--- config.mk ---
export PLATFORM = sky130hd
export DESIGN_NAME = draw_block
export DESIGN_NICKNAME = d
export VERILOG_FILES = /design/src/rtl/blockstacker_pkg.sv /design/src/rtl/block_offset_counter.sv /design/src/rtl/draw_block.sv
export SDC_FILE = /design/constraint.sdc
export NUM_CORES = 1
export LEC_CHECK = 0
export BUFFER_PORTS_ARGS = -buffer_cell sky130_fd_sc_hd__buf_4
export CORE_UTILIZATION = 40
export CTS_CLUSTER_SIZE = 14
export DETAILED_ROUTE_END_ITERATION = 7
export HOLD_SLACK_MARGIN = 0.12
export PLACE_DENSITY = 0.58
export SYNTH_ARGS = -nofsm -noshare
export SYNTH_HDL_FRONTEND = slang
export SYNTH_SLANG_ARGS = --single-unit
--- constraint.sdc ---
create_clock -name clk -period 2.4 [get_ports clk]
set_input_delay 0.12 -clock clk [delete_from_list [all_inputs] [get_ports clk]]
set_output_delay 0.12 -clock clk [all_outputs]
set_load 0.01 [all_outputs]
--- src/rtl/blockstacker_pkg.sv ---
// Shared screen geometry and draw FSM state encoding for the block-stacker display path.
// Latency: n/a (types and constants only).
// Backpressure: n/a.
package blockstacker_pkg;

   // Visible framebuffer size; anything at or beyond these coordinates is clipped.
   localparam int unsigned SCREEN_W = 160;
   localparam int unsigned SCREEN_H = 120;

   typedef enum logic [1:0] {
      IDLE = 2'd0,
      DRAW = 2'd1,
      DONE = 2'd2
   } draw_state_t;

endpackage

--- src/rtl/block_offset_counter.sv ---
// Row-major (cx, cy) offset walker over a BLOCK_W x BLOCK_H block with a last-pixel flag.
// Latency: offsets advance one step per cycle while step is high; last is combinational from the count.
// Backpressure: none; the owner holds step low to pause.
module block_offset_counter #(
   parameter int unsigned BLOCK_W = 4,
   parameter int unsigned BLOCK_H = 4
) (
   input  logic       clk,
   input  logic       reset,
   input  logic       clear,
   input  logic       step,
   output logic [3:0] cx,
   output logic [3:0] cy,
   output logic       last
);

   localparam logic [3:0] CX_MAX = 4'(BLOCK_W - 1);
   localparam logic [3:0] CY_MAX = 4'(BLOCK_H - 1);

   // Final pixel of the block is the bottom-right corner.
   assign last = (cx == CX_MAX) && (cy == CY_MAX);

   // x varies fastest; both offsets wrap to zero after the last pixel.
   always_ff @(posedge clk) begin
      if (reset || clear) begin
         cx <= 4'd0;
         cy <= 4'd0;
      end else if (step) begin
         if (cx == CX_MAX) begin
            cx <= 4'd0;
            cy <= (cy == CY_MAX) ? 4'd0 : cy + 4'd1;
         end else begin
            cx <= cx + 4'd1;
         end
      end
   end

endmodule

--- src/rtl/draw_block.sv ---
// Plots one BLOCK_W x BLOCK_H block at (x_in, y_in) onto the VGA write port, one pixel per clock.
// Latency: start taken at edge N -> first plot after N+1, last after N+W*H, done after N+W*H+1.
// Backpressure: none; start is ignored (not queued) while busy and during the done pulse.
module draw_block
   import blockstacker_pkg::*;
#(
   parameter int unsigned BLOCK_W  = 4,
   parameter int unsigned BLOCK_H  = 4,
   parameter int unsigned SCREEN_W = blockstacker_pkg::SCREEN_W,
   parameter int unsigned SCREEN_H = blockstacker_pkg::SCREEN_H
) (
   input  logic       clk,
   input  logic       reset,
   input  logic       start,
   input  logic [7:0] x_in,
   input  logic [6:0] y_in,
   input  logic [2:0] colour_in,
   output logic       busy,
   output logic       done,
   output logic       plot,
   output logic [7:0] vga_x,
   output logic [6:0] vga_y,
   output logic [2:0] vga_colour
);

   // Clip limits sized to the one-bit-wider coordinate sums.
   localparam logic [8:0] X_LIM = 9'(SCREEN_W);
   localparam logic [7:0] Y_LIM = 8'(SCREEN_H);

   draw_state_t state;
   draw_state_t state_nxt;

   logic [7:0] base_x;
   logic [6:0] base_y;
   logic [2:0] base_colour;

   logic [3:0] cx;
   logic [3:0] cy;
   logic       last_px;

   logic       accept;
   logic       in_draw;
   logic [8:0] sum_x;
   logic [7:0] sum_y;
   logic       clip;

   // The done output lags the internal DONE state by one cycle, so a start that
   // coincides with the visible done pulse is refused as well.
   assign accept  = (state == IDLE) && start && !done;
   assign in_draw = (state == DRAW);

   // Sums are one bit wider so off-screen pixels are detected rather than wrapped.
   assign sum_x = {1'b0, base_x} + {5'b0, cx};
   assign sum_y = {1'b0, base_y} + {4'b0, cy};
   assign clip  = (sum_x >= X_LIM) || (sum_y >= Y_LIM);

   block_offset_counter #(
      .BLOCK_W (BLOCK_W),
      .BLOCK_H (BLOCK_H)
   ) u_offset (
      .clk   (clk),
      .reset (reset),
      .clear (accept),
      .step  (in_draw),
      .cx    (cx),
      .cy    (cy),
      .last  (last_px)
   );

   // State register.
   always_ff @(posedge clk) begin
      if (reset) begin
         state <= IDLE;
      end else begin
         state <= state_nxt;
      end
   end

   // Next-state logic: one pass over the block, then a single done cycle.
   always_comb begin
      state_nxt = state;
      case (state)
         IDLE:    if (accept)  state_nxt = DRAW;
         DRAW:    if (last_px) state_nxt = DONE;
         DONE:    state_nxt = IDLE;
         default: state_nxt = IDLE;
      endcase
   end

   // Capture the placement on accept so upstream may change its inputs freely afterwards.
   always_ff @(posedge clk) begin
      if (reset) begin
         base_x      <= 8'd0;
         base_y      <= 7'd0;
         base_colour <= 3'd0;
      end else if (accept) begin
         base_x      <= x_in;
         base_y      <= y_in;
         base_colour <= colour_in;
      end
   end

   // Registered VGA port and status; coordinates track every drawn pixel, clipped or not.
   always_ff @(posedge clk) begin
      if (reset) begin
         busy       <= 1'b0;
         done       <= 1'b0;
         plot       <= 1'b0;
         vga_x      <= 8'd0;
         vga_y      <= 7'd0;
         vga_colour <= 3'd0;
      end else begin
         busy <= (state != IDLE);
         done <= (state == DONE);
         plot <= in_draw && !clip;
         if (in_draw) begin
            vga_x      <= sum_x[7:0];
            vga_y      <= sum_y[6:0];
            vga_colour <= base_colour;
         end
      end
   end

endmodule

; After elaboration in Yosys (flattened, before gate mapping)
; Cells that the tools add are included.
[op_classes]
n_lt_le_gt_ge = 2
add_sub_neg = 4
reduce_logical = 12
muxes = 5
n_eq_ne = 6
[ops]
columns = cell, n
row1 = adder 8 x 4 -> 9 bit, 1
row2 = "greater-or-equal comparator 9 x 8 -> 1 bit, second input constant", 1
row3 = "adder 4 x 1 -> 4 bit, second input constant", 2
row4 = adder 7 x 4 -> 8 bit, 1
row5 = "equality test 4 x 2 -> 1 bit, second input constant", 2
row6 = "greater-or-equal comparator 8 x 7 -> 1 bit, second input constant", 1
row7 = 2-to-1 mux 4 bit, 2
row8 = logical AND 1 bit, 4
row9 = 2-to-1 mux 2 bit, 2
row10 = one-hot mux 2 bit (2 select lines), 1
row11 = AND reduction 2 bit, 2
row12 = "equality test 2 x 1 -> 1 bit, second input constant", 1
row13 = "equality test 2 bit, second input constant", 1
row14 = logical NOT 1 bit, 2
row15 = logical NOT 2 bit, 1
row16 = logical OR 1 bit, 2
row17 = "inequality test 2 x 1 -> 1 bit, second input constant", 1
row18 = "inequality test 2 bit, second input constant", 1
row19 = nonzero test 2 bit, 1
[word_totals]
ff_bits = 49
wordCells = 41
out_inout_bits = 21
in_bits = 21

; Longest topological paths before layout
; Gate-level depths: netlist of the first run.
[logic_depth]
word_depth = 5
depth_mapped = 8
ltp_nobuf = 8

; Modules after synthesis
; Synthesis of the first run repeated with hierarchy kept, for this count alone.
[hier_totals]
hier_cells = 273
hier_area_um2 = 2259.7
[modules_own_cells]
columns = mod, area_per_inst_um2, seq_area_each_um2, n_inst, cells_each
row1 = draw_block, 1859.3, 820.8, 1, 231
row2 = block_offset_counter, 400.4, 160.2, 1, 42

; Worst setup path after synthesis of the first run
; OpenSTA, ideal clock, no wires.
[synth_path]
path_type = register to register
start = register u_offset.cx[0]
end = register plot
path_stages_with_launch = 9
path_buffers = 0
required_ns = 2.314
setup_time_ns = 0.086
slack_ns = 0.532
t_arrival_ns = 1.782
period_less_slack_ns = 1.868
path_cell_list = dfxtp_1 > ha_1 > inv_1 > fa_1 > nand2b_1 > a21oi_1 > xnor2_1 > a31oi_1 > a221oi_2
[synth_via]
elab_chain_cells = 5
[synth_rtl]
columns = element, line
row1 = from (decl), block_offset_counter.sv:12  ; output logic [3:0] cx,
row2 = from (signal assigned), block_offset_counter.sv:33  ; cx <= cx + 4'd1;
row3 = adder 8 x 4 -> 9 bit, draw_block.sv:53  ; assign sum_x = {1'b0, base_x} + {5'b0, cx};
row4 = greater-or-equal comparator 9 x 8 -> 1 bit, draw_block.sv:55  ; assign clip = (sum_x >= X_LIM) || (sum_y >= Y_LIM);
row5 = logical OR 1 bit, draw_block.sv:55
row6 = logical NOT 1 bit, draw_block.sv:115  ; plot <= in_draw && !clip;
row7 = logical AND 1 bit, draw_block.sv:115
row8 = to (signal assigned), draw_block.sv:115
row9 = to (decl), draw_block.sv:20  ; output logic plot,
; Every way passes these cells.
; A chain may end at the register's enable or synchronous reset.

; Final worst setup path of the first run
; Same ends and word-level chain as after synthesis.

==> flow_summary_export.csv, run 1 <==
group,metric,value,unit
critical_path,setup.worst_path.start_class,"flop",
final_layout,syn2layout_area_growth,29.1,%
synth,synth-seq-area-share,44.7,%
pwr,power.share.switching,26.0,%
drt,ant_nets,0,
synth,dominantRegCellSynth,"dfxtp_1",
synth,yosys_warnings,0,
global_route,globalRoute.totalOverflow,0,
clock_network,ctsResizeCount,0,
drt,drcViolationCount,0,
clock_network,cts_sinks,49,
drt,drt_iter0_drc,71,
run_status,outcome,"finished clean",
critical_path,critPathKind,"reg -> reg",
pwr,p_per_area,618,nW/µm²
global_route,antenna_found_initial,0,
global_route,grt_use_total,18.3,%
timing,finalCritPeriodShare,86.0,%
placement,port-buffer-count,41,
drt,vias,1831,
timing,drv_slew,0,
clock_network,clock_latency,310,ps
pwr,netSwitchingPower,455,µW
placement,gp_routability_congestion,0.807,
final_layout,drive_above_1_share,20.3,%
pwr,clkPwrFrac,34.7,%
timing,slew_headroom,22.8,%
critical_path,critPathTopFamily,"adder cells",
clock_network,cts-root-buf,"clkbuf_8",
die,io-pin-count,42,
global_route,grt_pass1_wl,8.34,mm
die,die-area,5790,µm²
synth,mappedNetlistNets,277,
clock_network,clk_pin_slew,100,ps
timing,setup-violations-final,0,
pwr,power.leakage,0.00115,µW
drt,drt-pass1-iter-count,4,
critical_path,cp.arrival,2290,ps
min_path,holdCritPathClass,"in -> reg",
final_layout,final_cell_mix,"49 x dfxtp_1, 46 x buf_4, 38 x nand2_1, 24 x a21oi_1, 18 x dlygate4sd3_1",
pwr,p_seq_share,51.0,%
pwr,peakVddDrop,0.278,mV
final_layout,mostFrequentLayoutCell,"dfxtp_1",
synth,syn_area_per_cell,9.00,µm²
timing,skew,8.91,ps
critical_path,required,2630,ps
synth,syn_inst,244,
timing,finalHoldViolCount,0,
timing,fmax,484,MHz
global_route,first_global_vias,1691,
die,die_h,76.1,µm
timing,worstMarginPinSlew,1150,ps
die,core,5200,µm²
global_route,grt_max_degree,26,
die,num_rows,26,
clock_network,cts_buffers,5,
critical_path,cp-end-kind,"flop",
placement,dpl.cell_count,345,
timing,rsz0062_at_grt,"false",
drt,drt_wl_total,4.98,mm
pwr,pwr-share-comb,14.3,%
final_layout,final_cells,371,
clock_network,h-tree-depth,2,
synth,synthArstFlopShare,0,%
final_layout,insertedDiodeCount,0,
critical_path,cp_max_fo,4,
die,fp.dieW,76.1,µm
critical_path,slowest_delay,400,ps
clock_network,cts_tree,"done",
placement,dp_hpwl,3.42,mm
synth,yosysUniqueCellTypes,40,
critical_path,cp_slowest_cell,"dfxtp_1",
synth,synth-seq-cells,49,
synth,synth_area,2200,µm²
drt,via_per_inst,4.94,
synth,synth_edf_count,0,
timing,setup_tns,0,ps
critical_path,cp_num_buf_inv,1,
critical_path,path_cells,"ha_1 > inv_1 > fa_1 > nand2b_1 > a21oi_1 > xnor2_1 > a31oi_1 > a221oi_2",
final_layout,nFillCells,517,
clock_network,clock_path_buffers,2,
flow_run,max_cap_violations,0,
timing,fin_crit,2070,ps
final_layout,nNetsFinal,333,
pwr,power.internal,1290,µW
die,initial_core_util,42.2,%
drt,wire_per_inst,13.4,µm
[kinds of logic (layout without fill, tap and decap cells)]
group	count (synthesis)	after routing	share of synthesized area, %
xor+xnor	12	12	4.79
compound gates	59	59	18.0
buf+inv	24	81	5.64
flops	49	49	44.7
fa+ha+maj	12	12	7.52
simple gates	88	88	19.4
[final timing paths]
path / startpoint / endpoint / slack, ps / cells after the start
max reg2reg: u_offset.cx[0] / plot / 330 / 8
min: reset / busy / 160 / 2
min reg2reg: vga_x[3] / vga_x[3] / 450 / 2
max: u_offset.cx[0] / plot / 330 / 8
[per-layer routing]
metal	up-vias	GRT usage [%]	routed length, µm
li1	954	-	-
met1	840	25.2	2650
met2	28	28.0	2110
met3	9	3.71	141
met4	0	6.92	81
met5	-	0	0
[through the flow]
step | utilization (%) | power [µW] | setup WS [ps] | cell area [µm²] | hold slack (ps)
after global routing | 54.4 | 1830 | 108 | 2830 | 166
after CTS | 54.4 | 1770 | 325 | 2830 | 163
after detailed placement | 48.8 | 1140 | 381 | 2540 | 331
after global placement | 48.8 | 1140 | 440 | 2540 | 326
after floorplan | - | 1050 | 532 | 2200 | 229
final | 54.4 | 1750 | 335 | 2830 | 164
[worst reg2reg max path: stages, from the launching register on]
cell,delay [ps]
dfxtp_1,400
ha_1,220
inv_1,60
fa_1,390
nand2b_1,190
a21oi_1,210
xnor2_1,140
a31oi_1,110
a221oi_2,260
[registers in the layout (all words and copies together) (netlist names)]
name / count
base_x: 8
vga_x: 8
base_y: 7
vga_y: 7
u_offset.cx: 4
u_offset.cy: 4
base_colour: 3
vga_colour: 3
state: 2
busy: 1
done: 1
plot: 1
[final cells by class]
class	instances	area, µm²	share of cell area [%]
well taps	70	87.6	3.09
flip-flops and latches	49	981	34.6
multi-input cells	171	1090	38.5
clock buffers	5	68.8	2.43
clock inverters	3	46.3	1.63
inverters	9	33.8	1.19
repair buffers	64	526	18.5
[synth_stat cells (all sizes together) (6+ instances only)]
master | count | area (µm²)
a22o | 14 | 123
nand2 | 38 | 143
xor2 | 7 | 61.3
a21oi | 25 | 129
ha | 10 | 125
dfxtp | 49 | 981
inv | 9 | 33.8
nand3 | 7 | 35.0
nor2 | 17 | 63.8
nor3 | 6 | 30.0
buf | 10 | 71.3
[power groups by stage]
| stage | sequential [µW] | combinational (µW) | clock [µW] |
|---|---|---|---|
| CTS | 892 | 253 | 621 |
| global route | 900 | 276 | 659 |
| finish | 893 | 251 | 607 |
| global placement | 911 | 229 | 0 |
| detailed placement | 911 | 230 | 0 |
| floorplan | 910 | 137 | 0 |
[timing repair]
| item | CTS | global route |
|---|---|---|
| buffers inserted | 0 | 0 |
| hold buffers | 18 | 0 |
| hold endpoints to repair | 18 | 0 |
Note: power is estimated with default switching activity, not from simulation.
==> run 2, diff against run 1 <==
CORE_ASPECT_RATIO = 2   (was not set)
CTS_CLUSTER_SIZE = 30   (was 14)
SLEW_MARGIN = 25   (was not set)
==> flow_summary_export.csv, run 2 (same netlist as run 1, synthesis figures left out) <==
group,metric,value,unit
final_layout,nNetsFinal,332,
clock_network,cts_sinks,49,
placement,place_area,2520,µm²
final_layout,mostFrequentLayoutCell,"dfxtp_1",
critical_path,slowest_delay,420,ps
timing,finalHoldViolCount,0,
critical_path,required,2620,ps
die,fp.dieW,54.4,µm
global_route,grt_use_met1,23.5,%
pwr,power.share.switching,25.5,%
critical_path,worstRegToRegCells,8,
clock_network,postCtsSetupBuffers,0,
critical_path,cp_max_fo,5,
timing,worstMarginPinSlew,766,ps
placement,dp_hpwl,3.58,mm
global_route,grt_max_degree,26,
pwr,p_per_area,595,nW/µm²
critical_path,cp-end-kind,"flop",
clock_network,cts_tree,"done",
drt,wire_per_inst,14.1,µm
timing,setup_tns,0,ps
clock_network,cts-hold-fix-buffers,18,
clock_network,ctsResizeCount,0,
final_layout,finalInstanceArea,2800,µm²
pwr,p_seq_share,53.5,%
global_route,first_global_vias,1785,
die,die-area,5810,µm²
critical_path,path_cells,"ha_1 > inv_1 > fa_1 > nand2b_1 > a21oi_2 > xnor2_1 > and3_1 > a221oi_2",
timing,fin_crit,2070,ps
critical_path,setup.worst_path.start_class,"flop",
pwr,power.internal,1240,µW
timing,fmax,483,MHz
die,die_h,107,µm
critical_path,cp_slowest_cell,"dfxtp_1",
drt,drt_iter0_drc,32,
clock_network,h-tree-depth,2,
placement,place_ws,359,ps
drt,drcViolationCount,0,
pwr,peakVddDrop,0.438,mV
die,num_rows,37,
final_layout,nFillCells,510,
critical_path,cp.arrival,2290,ps
global_route,grt_pass1_wl,8.46,mm
timing,slew_headroom,48.9,%
pwr,power,1670,µW
drt,vias,1843,
clock_network,cts-root-buf,"clkbuf_8",
critical_path,reg2reg_setup_slack,330,ps
timing,rsz0062_at_grt,"false",
pwr,pwr-share-comb,15.0,%
min_path,holdCritPathClass,"in -> reg",
final_layout,final_cell_mix,"49 x dfxtp_1, 45 x buf_4, 38 x nand2_1, 24 x a21oi_1, 18 x dlygate4sd3_1",
global_route,antenna_found_initial,0,
pwr,netSwitchingPower,424,µW
final_layout,fin_util,53.5,%
critical_path,critPathKind,"reg -> reg",
global_route,gr-usage-met2,34.9,%
min_path,hold-path-cell-count,2,
global_route,met3_usage,2.98,%
timing,setup-violations-final,0,
drt,drt-pass1-iter-count,4,
clock_network,clk_pin_slew,90,ps
min_path,min-delay-start,"reset",
timing,drv_slew,0,
global_route,grt_use_total,20.2,%
global_route,globalRoute.totalOverflow,0,
clock_network,clock_path_buffers,2,
critical_path,r2r_end,"plot",
die,initial_core_util,42.0,%
placement,gp_routability_congestion,0.814,
critical_path,cp_num_buf_inv,1,
drt,ant_nets,0,
final_layout,drive_above_1_share,20.3,%
timing,skew,3.40,ps
drt,via_per_inst,5.15,
timing,finalWorstSetupSlack,331,ps
min_path,holdPathEnd,"busy",
die,io-pin-count,42,
global_route,grt_busiest_layer,"met2",
pwr,power.leakage,0.00115,µW
pwr,clkPwrFrac,31.5,%
critical_path,r2r-start,"u_offset.cy[0]",
die,core,5230,µm²
clock_network,clock_latency,300,ps
final_layout,insertedDiodeCount,0,
drt,drt_wl_total,5.04,mm
run_status,outcome,"finished clean",
placement,port-buffer-count,41,
critical_path,critPathTopFamily,"adder cells",
clock_network,cts_buffers,5,
timing,finalCritPeriodShare,86.2,%
final_layout,syn2layout_area_growth,27.5,%
flow_run,max_cap_violations,0,
final_layout,reg_top3,"base_x: 8 flops, vga_x: 8 flops",
[run 2: changes by cell type in the layout (fill, tap and decap cells not counted), sizes merged]
| cell | delta |
|---|---|
| bufinv | -1 |
| buf | -1 |
| clkbuf | +2 |
| clkinvlp | -1 |
[run 2: area by class of cell]
cell class	count	area (µm²)	share of cell area, %
Clock inverter	1	5.00	0.179
Inverter	9	33.8	1.21
Sequential cell	49	981	35.0
Timing Repair Buffer	63	518	18.5
Tap cell	58	72.6	2.59
Clock buffer	7	96.3	3.44
Multi-Input combinational cell	171	1090	39.1
[run 2: layer usage]
metal | routed length [µm] | up-vias
li1 | - | 950
met5 | 0 | -
met3 | 143 | 5
met4 | 80 | 0
met1 | 2030 | 854
met2 | 2780 | 34
[run 2: power by group through the flow]
stage               Combinational [µW]  Clock (µW)  Sequential (µW)
finish                             249         526              892
global route                       281         572              899
CTS                                252         540              893
detailed placement                 228           0              912
global placement                   225           0              911
floorplan                          137           0              910
[run 2: per-stage QoR]
step,hold slack (ps),cells
5_1_grt,196,358
3_3_place_gp,322,332
2_1_floorplan,229,244
4_1_cts,174,358
6_report,174,358
3_5_place_dp,329,332
[run 2: worst register-to-register path, delay by kind of cell, from the launching register on]
| family | cells | cell delay, ps |
|---|---|---|
| adders and majority gates | 2 | 600 |
| AOI/OAI and AO/OA | 2 | 420 |
| DFF | 1 | 420 |
| and+or+nand+nor | 2 | 380 |
| xor gates and xnor gates | 1 | 100 |
| buffers and inverters | 1 | 60 |
[run 2: worst max-delay path by stage]
stage	from	endpoint	slack (ps)	cells past startpoint
3_5_place_dp	u_offset.cy[0]	plot	360	8
5_1_grt	u_offset.cy[0]	plot	210	8
3_3_place_gp	u_offset.cx[0]	plot	450	8
2_1_floorplan	u_offset.cx[0]	plot	530	8
6_report	u_offset.cy[0]	plot	330	8
4_1_cts	u_offset.cy[0]	plot	340	8
